`config.mk`:
```
export PLATFORM = sky130hd
export DESIGN_NAME = sysarr3x3_host_ctrl
export DESIGN_NICKNAME = d
export VERILOG_FILES = /design/src/rtl/sysarr3x3_host_ctrl.sv
export SDC_FILE = /design/constraint.sdc
export NUM_CORES = 1
export LEC_CHECK = 0
export BUFFER_PORTS_ARGS = -buffer_cell sky130_fd_sc_hd__buf_2
export CORE_ASPECT_RATIO = 0.5
export CORE_MARGIN = 2
export CORE_UTILIZATION = 43
export DETAILED_ROUTE_END_ITERATION = 6
export PLACE_DENSITY_LB_ADDON = 0.2
export SLEW_MARGIN = 0
export SYNTH_ARGS = -nofsm -noshare
export SYNTH_HDL_FRONTEND = slang
export SYNTH_SLANG_ARGS = --single-unit
```
`constraint.sdc`:
```
create_clock -name clk -period 7.5 [get_ports clk]
set_clock_uncertainty 0.15 [all_clocks]
set_input_delay 0.375 -clock clk [delete_from_list [all_inputs] [get_ports clk]]
set_output_delay 0.375 -clock clk [all_outputs]
set_load 0.02 [all_outputs]
```
`src/rtl/sysarr3x3_host_ctrl.sv`:
```
// sysarr3x3_host_ctrl
//   Host-side controller for the 3x3 systolic array. It gathers 18 operand
//   bytes (A row-major, then B row-major) from a byte-serial ready/valid
//   stream, runs the start/valid handshake with the array, latches C and
//   streams the 9 result bytes back out on a byte-serial ready/valid port.
//
// Ports
//   clk, rst            system clock; asynchronous active-high reset
//   s_data/s_valid/s_ready   inbound operand byte stream
//   m_data/m_valid/m_ready   outbound result byte stream
//   arr_A, arr_B        operands to the array, element k=3i+j at [8k+7:8k]
//   arr_start           start request to the array
//   arr_valid, arr_C    result-valid and result from the array
//   busy                high in every state except LOAD
//   timeout_err         sticky, set when the array does not answer in time
//
// state   | meaning
// LOAD    | accept operand bytes 0..17 from the host
// START   | wait for a stale arr_valid to clear, then raise arr_start
// WAIT    | hold arr_start, wait for arr_valid or timeout
// RELEASE | arr_start low, wait for the array to drop arr_valid
// DRAIN   | stream result bytes 0..8 to the host
module sysarr3x3_host_ctrl #(
  parameter int TIMEOUT = 64
) (
  input  logic        clk,
  input  logic        rst,
  input  logic [7:0]  s_data,
  input  logic        s_valid,
  output logic        s_ready,
  output logic [7:0]  m_data,
  output logic        m_valid,
  input  logic        m_ready,
  output logic [71:0] arr_A,
  output logic [71:0] arr_B,
  output logic        arr_start,
  input  logic        arr_valid,
  input  logic [71:0] arr_C,
  output logic        busy,
  output logic        timeout_err
);

  typedef enum logic [2:0] {LOAD, START, WAIT, RELEASE, DRAIN} state_t;

  localparam logic [16:0] TO_LIM = 17'(TIMEOUT);

  state_t        state, state_n;
  logic [143:0]  opnd, opnd_n;      // {B, A}
  logic [71:0]   result, result_n;
  logic [4:0]    idx, idx_n;        // load byte index, reused as drain index
  logic [15:0]   tcnt, tcnt_n;
  logic [16:0]   tcnt_inc;
  logic [4:0]    idx_inc;
  logic          s_ready_n, m_valid_n, arr_start_n, busy_n, timeout_err_n;
  logic [7:0]    m_data_n;

  assign arr_A    = opnd[71:0];
  assign arr_B    = opnd[143:72];
  assign tcnt_inc = {1'b0, tcnt} + 17'd1;
  assign idx_inc  = idx + 5'd1;

  always_ff @(posedge clk or posedge rst) begin
    if (rst) begin
      state       <= LOAD;
      opnd        <= '0;
      result      <= '0;
      idx         <= '0;
      tcnt        <= '0;
      s_ready     <= 1'b0;
      m_valid     <= 1'b0;
      m_data      <= '0;
      arr_start   <= 1'b0;
      busy        <= 1'b0;
      timeout_err <= 1'b0;
    end else begin
      state       <= state_n;
      opnd        <= opnd_n;
      result      <= result_n;
      idx         <= idx_n;
      tcnt        <= tcnt_n;
      s_ready     <= s_ready_n;
      m_valid     <= m_valid_n;
      m_data      <= m_data_n;
      arr_start   <= arr_start_n;
      busy        <= busy_n;
      timeout_err <= timeout_err_n;
    end
  end

  always_comb begin
    state_n       = state;
    opnd_n        = opnd;
    result_n      = result;
    idx_n         = idx;
    tcnt_n        = tcnt;
    s_ready_n     = s_ready;
    m_valid_n     = m_valid;
    m_data_n      = m_data;
    arr_start_n   = arr_start;
    timeout_err_n = timeout_err;

    case (state)
      LOAD: begin
        // s_ready comes up on the first edge out of reset.
        s_ready_n = 1'b1;
        if (s_valid && s_ready) begin
          opnd_n[{idx, 3'b000} +: 8] = s_data;
          if (idx == 5'd17) begin
            idx_n     = '0;
            s_ready_n = 1'b0;
            state_n   = START;
          end else begin
            idx_n = idx_inc;
          end
        end
      end
      START: begin
        // A valid still high here belongs to an earlier, abandoned run.
        if (!arr_valid) begin
          arr_start_n = 1'b1;
          tcnt_n      = '0;
          state_n     = WAIT;
        end
      end
      WAIT: begin
        tcnt_n = (tcnt_inc >= TO_LIM) ? TO_LIM[15:0] : tcnt_inc[15:0];
        if (arr_valid) begin
          result_n    = arr_C;
          arr_start_n = 1'b0;
          state_n     = RELEASE;
        end else if (tcnt_inc >= TO_LIM) begin
          result_n      = '0;
          timeout_err_n = 1'b1;
          arr_start_n   = 1'b0;
          state_n       = RELEASE;
        end
      end
      RELEASE: begin
        if (!arr_valid) begin
          m_valid_n = 1'b1;
          m_data_n  = result[7:0];
          idx_n     = '0;
          state_n   = DRAIN;
        end
      end
      DRAIN: begin
        if (m_valid && m_ready) begin
          if (idx == 5'd8) begin
            m_valid_n = 1'b0;
            s_ready_n = 1'b1;
            idx_n     = '0;
            state_n   = LOAD;
          end else begin
            idx_n    = idx_inc;
            m_data_n = result[{idx_inc, 3'b000} +: 8];
          end
        end
      end
      default: state_n = LOAD;
    endcase

    busy_n = (state_n != LOAD);
  end

endmodule
```
* Word-level counts from Yosys, hierarchy flattened *
Cells that the tools add are included.
W data, S select, Z words.

word-level totals
  register bits = 253
  logic and storage cells = 87
  output and inout bits = 157

operators by class
  multiplexer cells = 37
  reductions and logical operators = 18
  bitwise operators = 1
  $lt $le $gt $ge = 1
  shifts and indexed selects = 3
  equal/unequal tests = 13
  add/sub/neg operators = 3

operator list
  cell                        number
  $bwmux W144                 1
  $mux W72                    2
  $shift A8 B10 Y144 const A  1
  $shiftx A8 B10 Y144         1
  $shiftx A72 B9 Y8           1
  $mux W16                    2
  $pmux W16 S2                1
  $mux W5                     5
  $mux W3                     8
  $mux W8                     3
  $add A16 B1 Y17 const B     1
  $ge A17 B7 Y1 const B       1
  $pmux W8 S2                 1
  $pmux W3 S5                 1
  $pmux W5 S3                 1
  $ne A2 B2 Y1 const B        6
  $reduce_and A4 Y1           3
  $neg A8 Y10                 1
  $mux W1                     9
  $reduce_and A3 Y1           3
  $reduce_bool A2 Y1          4
  $eq A3 B2 Y1 const B        2
  $pmux W1 S2                 3
  $reduce_and A2 Y1           3
  10 further kinds            12

* Longest topological paths before layout *
Gate-level depths: netlist (run 1).

  word-level depth = 6
  gate-level depth with buffers = 11
  gate-level depth less buffers = 8

* Worst setup path before layout (run 1) *
OpenSTA, ideal clock, no wires.

  path type = reg-to-reg
  start = reg idx[0]
  end = reg m_data[2]
  path buffers = 3
  data arrival time = 2.553 ns
  data required time = 7.213 ns
  setup slack = 4.660 ns
  stages on the path, launching flop included = 11
  clock period less this slack = 2.840 ns
  library setup time = 0.137 ns
  path through = dfrtp_1 > buf_2 > inv_1 > ha_1 > buf_2 > buf_2 > mux4_2 > mux2i_1 > o2bb2ai_1 > a22oi_1 > a21oi_1

on the way
  word-level cells in the longest chain between the ends = 5

RTL lines
  item                      RTL line  source
  start: declaration        50        logic [4:0] idx, idx_n;
  start signal: assignment  79        idx <= idx_n;
  $add A5 B1 Y5             60        assign idx_inc = idx + 5'd1;
  $shiftx A72 B9 Y8         155       m_data_n = result[{idx_inc, 3'b000} +: 8];
  $mux W8                   148       if (idx == 5'd8) begin
  $mux W8                   147       if (m_valid && m_ready) begin
  $pmux W8 S2               102       case (state)
  end signal: assignment    83        m_data <= m_data_n;
  end: declaration          31        output logic [7:0] m_data,

Parallel ways exist; a longest one is shown, timed or not. The select of a mux whose other input is x is not followed.
A chain may end at the register's enable or synchronous reset.

* Final worst setup path (run 1) *
  start = reg idx[0]
  end = reg opnd[130]

on the way
  word-level cells in the longest chain between the ends = 3

RTL lines
  item                                                       RTL line  source
  $neg A8 Y10 *                                              107       opnd_n[{idx, 3'b000} +: 8] = s_data;
  $shiftx A8 B10 Y144 or $shift A8 B10 Y144 (tied branches)  107
  $bwmux W144 *                                              107
  end signal: assignment                                     77        opnd <= opnd_n;
  end: declaration                                           48        logic [143:0] opnd, opnd_n;

Every way passes the cells marked *; elsewhere a longest branch is shown, timed or not.

==> metrics.txt, run 1 <==
period utilisation layout 0.527; Crit. End Element flop; via count 8028; final antenna-violating net count 0; syn_nets ~920; CP Data Required Time 7760 ps; HP Class input pin to flop; clk slew on worst S/H paths 60 ps; Initial DRC Count 638; Slew Limit Fails 0; Port Buf Inserts 241; crit path cell chain inv_1 -> ha_1 -> and2b_1 -> and2_1 -> nor3_1 -> nand2_1 -> mux2_2; Antenna diodes 0; top cell family by delay on the critical path simple AND/OR/NAND/NOR gates; Critical Path Max Stage Delay 1030 ps; post-synthesis cell count 825; WL per Instance 20.3 µm; die width about 230 µm; area grow syn2layout 27.4%; Worst VDD drop between 100 and 150 µV; largest net degree at the start of global routing 121; CTS sink count 253; CTS tree built; synthesized area 11000 µm²; Leakage 7.42 nW; die area 27000 µm²; Synth Flop Type dfrtp_1; Num CTS Buffers 24; synth warn 0; share of layout cells above drive strength 1 0.384; worst skew pair latency 520 ps; Fillers between 2000 and 2500; CP Max Fanout 28; Fin Setup TNS 0 ps; Final nets 1223; Buf/Inv on CP 1; register area share after synthesis 0.574; most common cell after layout, fill and taps aside dfrtp_1; CP Class flop to flop; status complete, no violations; final instance area around 14000 µm²; Final Hold Vio Count 0; Std-Cell Rows 41; GRT Overall Usage 0.222; grt ovf 0; fraction of registers with async set/reset 1.00; worst-margin pin slew 1050 ps; post-cts sizing count 0; First-pass DRT Iterations 7; routability cong. 0.840; Final setup viols 0; Die H 117 µm; most frequent cells in the layout dfrtp_1 (253), buf_2 (241), mux2_2 (126); clock root buffer clkbuf_16; EDFF count, synth 0; Max-slew headroom 0.302; num ports 242; number of vias per cell between 5 and 6; # Max-Cap Violations 0; startpoint type of the worst setup path flop; ratio of total power to cell area 199 nW/µm²; total wire length 30.2 mm; core region area 25200 µm²; Worst EP arrival 4210 ps; Synth cell types between 50 and 60; FMAX 253 MHz; fin crit period between 3000 and 4000 ps; DP Area around 12000 µm²; antenna violations before repair 0; HPWL Detailed 20.5 mm; first-pass GRT wire length 46.4 mm; Initial Util 0.438; synthesis-stage register bit count 253; H-tree levels 1; power consumption 0.00280 W; CTS Buffer Depth 3; # Post-CTS Setup Buffers 0; Crit-path slowest cell dfrtp_1; post-cts hold buffer count 74; # DRC 0; Avg Cell Area, Syn 13.4 µm²; number of global-route vias before repair 8094; RSZ-0062 raised after global routing no
-- worst min-delay path: stages --
cell	delay, ps
buf_2	170
nand2_1	70
mux2i_1	60
-- cells by family after synthesis --
family,share of synthesized area
buffers and inverters,0.0263
AO/OA/AOI/OAI,0.113
XOR/XNOR,0.00715
multiplexers,0.185
flip-flops,0.574
AND/OR/NAND/NOR,0.0856
adder cells (fa/ha/maj),0.00907
-- cell type report --
class | instances | area (µm²) | area share
multi-input combinational | 514 | 4420 | 0.314
inverter | 16 | 67.6 | 0.00481
clock buffer | 37 | 741 | 0.0527
sequential | 253 | 6330 | 0.450
tap | 344 | 430 | 0.0306
clock inverter | 6 | 82.6 | 0.00587
timing repair buffer | 321 | 1990 | 0.142
-- metrics by stage --
stage | cells | utilization | hold slack (ps) | worst slack [ps]
2_1_floorplan | 825 | - | 311 | 18.3
3_3_place_gp | 1374 | 0.496 | 290 | 3720
3_5_place_dp | 1374 | 0.496 | 309 | 3590
4_1_cts | 1491 | 0.558 | 43.4 | 3590
5_1_grt | 1491 | 0.558 | 47.1 | 3280
6_report | 1491 | 0.558 | 55.9 | 3550
-- cells in the mapped netlist, types with 5 or more instances --
| cell type | number | share of area |
|---|---|---|
| nor2_1 | 26 | 0.0088 |
| nand2_1 | 41 | 0.014 |
| mux2_1 | 8 | 0.0082 |
| buf_2 | 16 | 0.0073 |
| a21oi_1 | 19 | 0.0086 |
| a31oi_1 | 6 | 0.0034 |
| mux2i_1 | 17 | 0.015 |
| o21ai_0 | 15 | 0.0068 |
| mux2_2 | 126 | 0.13 |
| inv_1 | 16 | 0.0054 |
| dfrtp_1 | 253 | 0.57 |
| a22oi_1 | 9 | 0.0061 |
| ha_1 | 8 | 0.0091 |
| nor2b_1 | 6 | 0.0034 |
| nand2b_1 | 5 | 0.0028 |
| nand4_1 | 10 | 0.0057 |
| mux4_2 | 16 | 0.033 |
| buf_6 | 7 | 0.0071 |
| nor3_1 | 8 | 0.0036 |
| clkbuf_1 | 17 | 0.0058 |
| o2bb2ai_1 | 6 | 0.0048 |
| nand3_1 | 10 | 0.0045 |
| and3_1 | 8 | 0.0045 |
| a22o_1 | 79 | 0.063 |
| and2_1 | 34 | 0.019 |
| xnor2_1 | 6 | 0.0048 |
-- path summary, 6_finish.rpt --
path	from	endpoint	slack, ps	cells past startpoint
setup / recovery	idx[0]	opnd[130]	3550	7
hold / removal	s_data[6]	opnd[134]	60	3
setup reg to reg	idx[0]	opnd[130]	3550	7
hold reg to reg	opnd[61]	opnd[61]	330	2
max in group asynchronous	rst	result[17]	5360	4
min in group asynchronous	rst	opnd[90]	410	3
-- report_power, final --
part | switching [W] | internal [W]
sequential | 0.0000150 | 0.00138
clock | 0.000518 | 0.000748
combinational | 0.0000645 | 0.0000670
total | 0.000598 | 0.00220
-- metal layers --
| layer | global-route usage | share of wire |
|---|---|---|
| met5 | 0 | 0 |
| met1 | 0.305 | 0.46 |
| met2 | 0.372 | 0.48 |
| met3 | 0.0383 | 0.041 |
| met4 | 0.0568 | 0.019 |
-- state kept, by name, indices dropped and copies added, names as in the netlist --
| register | flops |
|---|---|
| m_data | 8 |
| arr_start | 1 |
| result | 72 |
| idx | 5 |
| busy | 1 |
| state | 3 |
| timeout_err | 1 |
| m_valid | 1 |
| opnd | 144 |
| s_ready | 1 |
| tcnt | 16 |
Note: power is estimated with default switching activity, not from simulation.
==> run 2: changes to the inputs <==
--- a/config.mk
+++ b/config.mk
@@ -5,6 +5,7 @@
 export SDC_FILE = /design/constraint.sdc
 export NUM_CORES = 1
 export LEC_CHECK = 0
+export ABC_AREA = 1
 export BUFFER_PORTS_ARGS = -buffer_cell sky130_fd_sc_hd__buf_2
 export CORE_ASPECT_RATIO = 0.5
 export CORE_MARGIN = 2
==> constraint.sdc (replaced) <==
create_clock -name clk -period 3.6 [get_ports clk]
set_clock_uncertainty 0.15 [all_clocks]
set_input_delay 0.18 -clock clk [delete_from_list [all_inputs] [get_ports clk]]
set_output_delay 0.18 -clock clk [all_outputs]
set_load 0.02 [all_outputs]
==> run 2 against run 1 <==
First-iteration DRC count is 48% higher. Cell count rose by 31%. Critical path depth is the same.
==> metrics.txt, run 2 <==
final instance area around 14000 µm²; area grow syn2layout 28.7%; FMAX about 350 MHz; synth cell count leaders nand2_1 (523), dfrtp_1 (253), o21ai_0 (152); HPWL Detailed between 20 and 25 mm; CTS tree built; core region area 24400 µm²; Synth top area share 0.585; reg2reg start idx[0]; number of global-route vias before repair 9502; Avg Cell Area, Syn 8.46 µm²; number of vias per cell 5.01; Final Hold Vio Count 0; CTS Buffer Depth 3; CP startpoint idx[0]; CP Max Fanout 16; Final setup viols 0; Std-Cell Rows 40; Crit. End Element flop; die area 26500 µm²; most common cell after layout, fill and taps aside nand2_1; largest net degree at the start of global routing 106; Synth cell types 32; post-synthesis cell count roughly 1300; synthesized area 10800 µm²; FF+latch area around 6300 µm²; ratio of total power to cell area 544 nW/µm²; Synth Flop Type dfrtp_1; clk slew on worst S/H paths 70 ps; EDFF count, synth 0; num ports ~240; syn_nets 1373; Initial Util 0.444; GRT Overall Usage 0.236; via count 9768; RSZ-0062 raised after global routing no; Port Buf Inserts 241; post-cts sizing count 0; HP Class input pin to flop; register area share after synthesis 0.585; max FFs per register 144; fin crit period between 2000 and 3000 ps; most area-consuming cells after synthesis dfrtp_1 (58%), nand2_1 (18%), o21ai_0 (7.0%), nor2_1 (2.6%), nand3_1 (2.4%); status complete, no violations; synth warn 0; fraction of registers with async set/reset 1.00; Fillers 2254; WL per Instance roughly 16 µm; Final nets 1687; routability cong. 0.885; total wire length 31.6 mm; share of layout cells above drive strength 1 0.196; CTS sink count 253; DP Area 12400 µm²; First-pass DRT Iterations 5; final antenna-violating net count 0; post-cts hold buffer count 83; Initial DRC Count 943; most numerous cell in the Yosys netlist nand2_1; worst skew pair latency 530 ps; # Max-Cap Violations 0; synthesis-stage register bit count 253; Yosys top cell by area dfrtp_1; Num CTS Buffers 23; area of the multi-input gates 4030 µm²; period utilisation layout 0.803; first-pass GRT wire length around 50 mm; Die H 116 µm; CP Class flop to flop; Hold Path Origin s_valid; Slew Limit Fails 0; clock root buffer clkbuf_16; H-tree levels 1; # DRC 0; Max-slew headroom 0.494; CP Data Required Time roughly 3900 ps; Worst VDD drop 341 µV; startpoint type of the worst setup path flop; die width 228 µm; antenna violations before repair 0; Leakage between 7 and 8 nW; most flop-heavy register opnd; Worst EP arrival 3170 ps; # Post-CTS Setup Buffers 0; biggest regs opnd: 144 flops, result: 72 flops, tcnt: 16 flops; most frequent cells in the layout nand2_1 (522), dfrtp_1 (253), buf_2 (241); grt ovf 0; worst-margin pin slew ~760 ps; Post-Route Utilization 0.572
run 2: stage by stage:
| stage | instances | total power, W | hold WS (ps) | setup slack [ps] | TNS, ps |
|---|---|---|---|---|---|
| after detailed placement | 1822 | 0.00508 | 186 | 726 | 0 |
| after CTS | 1947 | 0.00764 | 51.0 | 722 | 0 |
| after global placement | 1822 | 0.00506 | 175 | 829 | 0 |
| final | 1948 | 0.00759 | 50.8 | 709 | 0 |
| after global routing | 1947 | 0.00799 | 87.9 | 423 | 0 |
| after floorplan | 1280 | 0.00437 | 126 | -59.7 | -15090 |
run 2: metal layers:
metal | track usage | wire length [µm]
met1 | 0.322 | 14200
met3 | 0.0425 | 1480
met5 | 0 | 0
met2 | 0.387 | 14900
met4 | 0.0850 | 1030
run 2: worst paths after layout:
kind / end / slack [ps] / cells after the start
max: opnd[55] / 710 / 7
max in group asynchronous: tcnt[11] / 2110 / 4
min reg2reg: timeout_err / 320 / 1
min in group asynchronous: opnd[99] / 180 / 3
max reg2reg: opnd[55] / 710 / 7
min: s_ready / 50 / 6
run 2: worst max-delay path, cell delays in order (launching register included):
cell,delay [ps]
dfrtp_1,520
inv_2,130
ha_1,270
nand3_2,230
nand2_1,180
nor2_2,390
nand4_1,550
o21ai_0,360
run 2: layout make-up:
| cell class | count | share of cell area |
|---|---|---|
| sequential | 253 | 0.454 |
| clock inverter | 12 | 0.00853 |
| antenna | 1 | 0.000180 |
| tap | 336 | 0.0302 |
| multi-input combinational | 913 | 0.289 |
| timing repair buffer | 333 | 0.154 |
| inverter | 70 | 0.0191 |
| clock buffer | 30 | 0.0453 |
run 2: power by group:
part	internal, W	switching (W)
Combinational	0.000578	0.00143
Sequential	0.00298	0.000109
Clock	0.00139	0.00110
run 2: cells by family after synthesis:
family	count (synthesis)	synth area share
and+or+nand+nor	698	0.260
DFF	253	0.585
AOI/OAI and AO/OA	203	0.0983
buffers and inverters	114	0.0449
adders and majority gates	8	0.00924
xor gates and xnor gates	4	0.00324
